$ cat config.mk
export PLATFORM = sky130hd
export DESIGN_NAME = dsp_mac_pipe_flat
export DESIGN_NICKNAME = d
export VERILOG_FILES = /design/src/rtl/dsp_mac_pipe_if.sv /design/src/rtl/dsp_mac_pipe.sv /design/src/flat_wrapper.sv
export SDC_FILE = /design/constraint.sdc
export NUM_CORES = 2
export LEC_CHECK = 0
export CORE_AREA = 2 2 295 297
export CTS_BUF_LIST = sky130_fd_sc_hd__clkbuf_8
export CTS_CLUSTER_DIAMETER = 80
export DETAILED_ROUTE_END_ITERATION = 12
export DIE_AREA = 0 0 297 299
export PLACE_DENSITY = 0.65
export SYNTH_ARGS = -nofsm -noshare
export SYNTH_HDL_FRONTEND = slang
export SYNTH_SLANG_ARGS = --single-unit
export TNS_END_PERCENT = 10
$ cat constraint.sdc
create_clock -name clk -period 8.45 [get_ports clk]
set_clock_uncertainty 0.2 [all_clocks]
set_input_delay 1.2675 -clock clk [delete_from_list [all_inputs] [get_ports clk]]
set_output_delay 1.2675 -clock clk [all_outputs]
set_load 0.005 [all_outputs]
$ cat src/rtl/dsp_mac_pipe_if.sv
// Bundle of operand, control, handshake and result signals for one dsp_mac_pipe slice.
// master drives operands and out_ready; slave is the MAC slice itself.
`timescale 1ns/1ps
interface dsp_mac_pipe_if #(
  parameter int AW = 18,
  parameter int BW = 18,
  parameter int PW = 48
);
  logic [AW-1:0]    A;
  logic [BW-1:0]    B;
  logic [BW-1:0]    BCIN;
  logic [BW-1:0]    D;
  logic [PW-1:0]    C;
  logic [PW-1:0]    PCIN;
  logic [7:0]       opmode;
  logic             cin;
  logic             in_valid;
  logic             in_ready;
  logic             out_valid;
  logic             out_ready;
  logic [PW-1:0]    P;
  logic [PW-1:0]    PCOUT;
  logic [BW-1:0]    BCOUT;
  logic [AW+BW-1:0] M;
  logic             CARRYOUT;
  logic             CARRYOUTF;
  logic             ovf;

  modport master (
    output A, B, BCIN, D, C, PCIN, opmode, cin, in_valid, out_ready,
    input  in_ready, out_valid, P, PCOUT, BCOUT, M, CARRYOUT, CARRYOUTF, ovf
  );

  modport slave (
    input  A, B, BCIN, D, C, PCIN, opmode, cin, in_valid, out_ready,
    output in_ready, out_valid, P, PCOUT, BCOUT, M, CARRYOUT, CARRYOUTF, ovf
  );
endinterface

$ cat src/rtl/dsp_mac_pipe.sv
// Pipelined pre-adder / signed multiplier / post-adder MAC slice with valid/ready flow
// control, a global stall, opmode travelling with its data and optional saturation.
`timescale 1ns/1ps
module dsp_mac_pipe #(
  parameter int    AW        = 18,
  parameter int    BW        = 18,
  parameter int    PW        = 48,
  parameter int    PREADDREG = 1,
  parameter int    MREG      = 1,
  parameter string B_INPUT   = "DIRECT",
  parameter int    SAT_EN    = 0
) (
  input logic           clk,
  input logic           rstn,
  dsp_mac_pipe_if.slave bus
);

  typedef struct packed {
    logic          v;
    logic [7:0]    op;
    logic          ci;
    logic [PW-1:0] c;
    logic [PW-1:0] pcin;
  } ctl_t;

  ctl_t                ctl_in, ctl_pre, ctl_m;
  logic [AW-1:0]       a_in, a_pre;
  logic [BW-1:0]       b_in, d_in, bsel, pre_comb, pre_q;
  logic signed [AW+BW:0] prod;
  logic [AW+BW-1:0]    m_q;
  logic [PW-1:0]       m_ext, x, z, p_next, p_q;
  logic [PW:0]         sum;
  logic                ci, ovf_c, co_q, ovf_q, out_valid_q, en;
  logic                unused_op;

  // One enable for the whole pipe: everything advances unless a result is stuck in P.
  assign en           = ~(out_valid_q & ~bus.out_ready);
  assign bus.in_ready = en;
  assign bsel         = (B_INPUT == "CASCADE") ? bus.BCIN : bus.B;

  always_ff @(posedge clk or negedge rstn) begin
    if (!rstn) begin
      ctl_in <= '0;
      a_in   <= '0;
      b_in   <= '0;
      d_in   <= '0;
    end else if (en) begin
      ctl_in.v    <= bus.in_valid;
      ctl_in.op   <= bus.opmode;
      ctl_in.ci   <= bus.cin;
      ctl_in.c    <= bus.C;
      ctl_in.pcin <= bus.PCIN;
      a_in        <= bus.A;
      b_in        <= bsel;
      d_in        <= bus.D;
    end
  end

  always_comb begin
    pre_comb = b_in;
    if (ctl_in.op[4]) pre_comb = ctl_in.op[6] ? (d_in - b_in) : (d_in + b_in);
  end

  generate
    if (PREADDREG != 0) begin : g_prereg
      always_ff @(posedge clk or negedge rstn) begin
        if (!rstn) begin
          ctl_pre <= '0;
          a_pre   <= '0;
          pre_q   <= '0;
        end else if (en) begin
          ctl_pre <= ctl_in;
          a_pre   <= a_in;
          pre_q   <= pre_comb;
        end
      end
    end else begin : g_nopre
      assign ctl_pre = ctl_in;
      assign a_pre   = a_in;
      assign pre_q   = pre_comb;
    end
  endgenerate

  // Pre-adder result is an unsigned magnitude: a zero MSB keeps it non-negative.
  assign prod = $signed(a_pre) * $signed({1'b0, pre_q});

  generate
    if (MREG != 0) begin : g_mreg
      always_ff @(posedge clk or negedge rstn) begin
        if (!rstn) begin
          ctl_m <= '0;
          m_q   <= '0;
        end else if (en) begin
          ctl_m <= ctl_pre;
          m_q   <= prod[AW+BW-1:0];
        end
      end
    end else begin : g_nom
      assign ctl_m = ctl_pre;
      assign m_q   = prod[AW+BW-1:0];
    end
  endgenerate

  assign m_ext = {{(PW-AW-BW){m_q[AW+BW-1]}}, m_q};

  always_comb begin
    x      = '0;
    z      = '0;
    ci     = ctl_m.op[5] | ctl_m.ci;
    case (ctl_m.op[1:0])
      2'd0:    x = '0;
      2'd1:    x = m_ext;
      2'd2:    x = p_q;
      default: x = ctl_m.c;
    endcase
    case (ctl_m.op[3:2])
      2'd0:    z = '0;
      2'd1:    z = ctl_m.pcin;
      2'd2:    z = p_q;
      default: z = ctl_m.c;
    endcase
    if (ctl_m.op[7]) begin
      sum   = {1'b0, z} - {1'b0, x} - {{PW{1'b0}}, ci};
      ovf_c = (z[PW-1] != x[PW-1]) && (sum[PW-1] != z[PW-1]);
    end else begin
      sum   = {1'b0, z} + {1'b0, x} + {{PW{1'b0}}, ci};
      ovf_c = (z[PW-1] == x[PW-1]) && (sum[PW-1] != z[PW-1]);
    end
    p_next = sum[PW-1:0];
    // On overflow the true result always has the sign of Z.
    if ((SAT_EN != 0) && ovf_c)
      p_next = z[PW-1] ? {1'b1, {(PW-1){1'b0}}} : {1'b0, {(PW-1){1'b1}}};
  end

  always_ff @(posedge clk or negedge rstn) begin
    if (!rstn) begin
      p_q         <= '0;
      co_q        <= 1'b0;
      ovf_q       <= 1'b0;
      out_valid_q <= 1'b0;
    end else if (en) begin
      out_valid_q <= ctl_m.v;
      if (ctl_m.v) begin
        p_q   <= p_next;
        co_q  <= sum[PW];
        ovf_q <= ovf_c;
      end
    end
  end

  assign bus.P         = p_q;
  assign bus.PCOUT     = p_q;
  assign bus.BCOUT     = b_in;
  assign bus.M         = m_q;
  assign bus.CARRYOUT  = co_q;
  assign bus.CARRYOUTF = co_q;
  assign bus.ovf       = ovf_q;
  assign bus.out_valid = out_valid_q;

  assign unused_op = ^{ctl_m.op[6], ctl_m.op[4]};

endmodule

$ cat src/flat_wrapper.sv
// flat-port wrapper written by rule: the top's interface ports become plain ports
module dsp_mac_pipe_flat 
#(
  parameter int    AW        = 18,
  parameter int    BW        = 18,
  parameter int    PW        = 48,
  parameter int    PREADDREG = 1,
  parameter int    MREG      = 1,
  parameter string B_INPUT   = "      ",
  parameter int    SAT_EN    = 0
)
  (clk, rstn, bus_A, bus_B, bus_BCIN, bus_D, bus_C, bus_PCIN, bus_opmode, bus_cin, bus_in_valid, bus_out_ready, bus_in_ready, bus_out_valid, bus_P, bus_PCOUT, bus_BCOUT, bus_M, bus_CARRYOUT, bus_CARRYOUTF, bus_ovf);
  dsp_mac_pipe_if #(.AW(AW), .BW(BW), .PW(PW)) bus_i ();
  input logic clk;
  input logic rstn;
  input wire logic [$bits(bus_i.A)-1:0] bus_A;
  input wire logic [$bits(bus_i.B)-1:0] bus_B;
  input wire logic [$bits(bus_i.BCIN)-1:0] bus_BCIN;
  input wire logic [$bits(bus_i.D)-1:0] bus_D;
  input wire logic [$bits(bus_i.C)-1:0] bus_C;
  input wire logic [$bits(bus_i.PCIN)-1:0] bus_PCIN;
  input wire logic [$bits(bus_i.opmode)-1:0] bus_opmode;
  input wire logic [$bits(bus_i.cin)-1:0] bus_cin;
  input wire logic [$bits(bus_i.in_valid)-1:0] bus_in_valid;
  input wire logic [$bits(bus_i.out_ready)-1:0] bus_out_ready;
  output wire logic [$bits(bus_i.in_ready)-1:0] bus_in_ready;
  output wire logic [$bits(bus_i.out_valid)-1:0] bus_out_valid;
  output wire logic [$bits(bus_i.P)-1:0] bus_P;
  output wire logic [$bits(bus_i.PCOUT)-1:0] bus_PCOUT;
  output wire logic [$bits(bus_i.BCOUT)-1:0] bus_BCOUT;
  output wire logic [$bits(bus_i.M)-1:0] bus_M;
  output wire logic [$bits(bus_i.CARRYOUT)-1:0] bus_CARRYOUT;
  output wire logic [$bits(bus_i.CARRYOUTF)-1:0] bus_CARRYOUTF;
  output wire logic [$bits(bus_i.ovf)-1:0] bus_ovf;
  assign bus_i.A = bus_A;
  assign bus_i.B = bus_B;
  assign bus_i.BCIN = bus_BCIN;
  assign bus_i.D = bus_D;
  assign bus_i.C = bus_C;
  assign bus_i.PCIN = bus_PCIN;
  assign bus_i.opmode = bus_opmode;
  assign bus_i.cin = bus_cin;
  assign bus_i.in_valid = bus_in_valid;
  assign bus_i.out_ready = bus_out_ready;
  assign bus_in_ready = bus_i.in_ready;
  assign bus_out_valid = bus_i.out_valid;
  assign bus_P = bus_i.P;
  assign bus_PCOUT = bus_i.PCOUT;
  assign bus_BCOUT = bus_i.BCOUT;
  assign bus_M = bus_i.M;
  assign bus_CARRYOUT = bus_i.CARRYOUT;
  assign bus_CARRYOUTF = bus_i.CARRYOUTF;
  assign bus_ovf = bus_i.ovf;
  dsp_mac_pipe #(.AW(AW), .BW(BW), .PW(PW), .PREADDREG(PREADDREG), .MREG(MREG), .B_INPUT(B_INPUT), .SAT_EN(SAT_EN)) u_core (.clk(clk), .rstn(rstn), .bus(bus_i));
endmodule
==> results.cfg <==
[status]
status = finished, final reports clean

[timing]
rsz0062_at_grt = false
fmax_mhz = 137
report.final.hold_viol_count = 0
slew_headroom_pct = 24.0
tns_ns = 0
finalSetupViolCount = 0
min_period_ns = 7.29
fin_crit_sh_pct = 86.2
slew_viol_final = 0
final.setup.worst_slack_ns = 1.16
tightestPinTransition_ns = 1.14

[clock_tree]
cts_resized = 0
postCtsSetupRepairBufs = 0
cts_tree = done
cts.sinks = 491
cts_buffer_depth = 3
numCtsBuffers = 90
root_buffer = clkbuf_8
path_clk_slew_ns = 0.06
ctsHtreeMaxLevel = 3
clk_latency_ns = 0.70
holdBufCountCts = 0

[logic_synthesis]
synth_area_leaders = dfrtp_1 31%, nand2_1 14%, fa_1 13%
yosysUniqueCellTypes = 78
yosysWarningCount = 0
syn_nets = 5381
synth-seq-cells = 491
synth.largest_area_cell = dfrtp_1
synthFlopType = dfrtp_1
synth_edf_count = 0
postSynthCellCount = 4653
synth_seq_area_share_pct = 31.4
synthArstFlopShare_pct = 100
synth_top_area_share_pct = 31.4
syn_avg_cell_area_um2 = 8.40
netlist_area_um2 = 39100

[setup_path]
arrival_ns = 7.72
start_kind = flop
required_ns = 8.88
path_max_fanout = 19
rr_worst_depth = 21
end_kind = flop
path_class = flop to flop

[die]
fp.coreArea_um2 = 85900
rows = 108
die_area_um2 = 88800
io_pins = 336
die_h_um = 299
initial_core_util_pct = 45.5
dieWidth_um = 297

[grt]
antenna_found_initial = 2
grt_pass1_wl_mm = 177
use_met1_pct = 33.9
grt_util_met2_pct = 41.5
grt_pass1_vias = 31600
met3_usage_pct = 4.11
overflow = 0
gr-max-usage-layer = met2
grt_usage_pct = 25.2
grt_start_max_net_pins = 209

[routing]
antenna_left = 0
drt_first_pass_iters = 5
drt_first_iter_violations = 2139
vias = 31500
drc = 0
wl_mm = 111
wire_per_inst_um = 18.5
routed_via_density = 5.21

[min_path]
min_path_cells = 2
min_path_type = flop to flop

[final_layout]
final_layout_size_suffix_gt1_share_pct = 5.88
final_common_cell = nand2_1
syn_to_final_growth_pct = 14.2
fillCellCount = 8270
final_core_utilization_pct = 51.9
mostFrequentLayoutCells = 1493 x nand2_1, 486 x dfrtp_1, 469 x inv_1
nets = 5538

[placement]
dp_hpwl_mm = 83.0
port-buffer-count = 317
post-place-ws_ns = 1.21
gp_congestion = 0.908

[run]
drv_cap = 0
[sequential cells by signal, indices dropped and copies added (netlist names)]
name and count:
u_core.a_in 18, u_core.a_pre 18, u_core.bus.BCOUT 18, u_core.bus.CARRYOUT 1, u_core.bus.M 36, u_core.bus.P 48
u_core.bus.out_valid 1, u_core.bus.ovf 1, u_core.ctl_in 106, u_core.ctl_m 104, u_core.ctl_pre 104, u_core.d_in 18
u_core.pre_q 18
[synth_stat cells, drive strengths merged, types with 36 or more instances]
| cell | n |
|---|---|
| nand2 | 1494 |
| dfrtp | 491 |
| inv | 440 |
| ha | 285 |
| fa | 262 |
| clkbuf | 213 |
| and2 | 182 |
| a21oi | 176 |
| o21ai | 159 |
| nor2 | 134 |
| mux2 | 100 |
| xnor2 | 90 |
| a21o | 88 |
| a22o | 82 |
| buf | 65 |
| xor2 | 50 |
| nand3 | 36 |
[logic make-up after synthesis]
family | Yosys count | synth area share [%]
flops | 491 | 31.4
fa+ha+maj | 547 | 22.5
compound gates | 632 | 10.5
buf+inv | 720 | 7.41
simple gates | 1998 | 21.4
xor+xnor | 140 | 3.14
mux | 125 | 3.54
[metrics by stage]
stage	instance area (µm²)	hold slack [ns]	instances
global route	44600	0.273	6034
CTS	44600	0.254	6033
global placement	42700	0.242	5873
finish	44600	0.253	6034
floorplan	39100	0.230	4653
detailed placement	42700	0.248	5873
[final cells by class]
class	instances	area, µm²	share of cell area, %
multi-input cells	3442	23900	53.6
flip-flops and latches	491	12300	27.5
clock inverters	51	393	0.880
diodes	1	2.50	0.00561
inverters	442	1670	3.73
clock buffers	109	1500	3.36
well taps	1155	1450	3.24
repair buffers	343	3410	7.64
[layer usage]
layer	routed length, µm	vias to the layer above	share of wire, %
met5	0	-	0
met4	3680	0	3.3
met3	6370	167	5.7
met2	51800	791	47
met1	49500	15400	44
li1	-	15100	-
[final timing paths]
check,start,end,slack [ns]
setup / recovery,u_core.a_pre[3],u_core.bus.M[35],1.16
hold / removal,u_core.ctl_pre[26],u_core.ctl_m[26],0.25
setup reg to reg,u_core.a_pre[3],u_core.bus.M[35],1.16
hold reg to reg,u_core.ctl_pre[26],u_core.ctl_m[26],0.25
max in group asynchronous,rstn,u_core.bus.CARRYOUT,5.77
min in group asynchronous,rstn,u_core.d_in[5],0.40
[worst max-delay path, cell delays in order, from the launching register on]
cell,delay [ns]
dfrtp_1,0.86
nand2_1,0.20
fa_1,0.58
fa_1,0.48
fa_1,0.54
inv_1,0.05
fa_1,0.48
fa_1,0.50
inv_1,0.05
fa_1,0.49
inv_1,0.05
ha_1,0.35
a21o_1,0.18
a21oi_1,0.19
nor2_1,0.07
a21oi_1,0.12
o31ai_1,0.18
a2111oi_0,0.75
o21ai_1,0.24
and3_1,0.22
or3_1,0.37
nand3_1,0.07
Power is not shown: default switching activity piles up to over one toggle a cycle in this logic, so the estimate is an artifact.
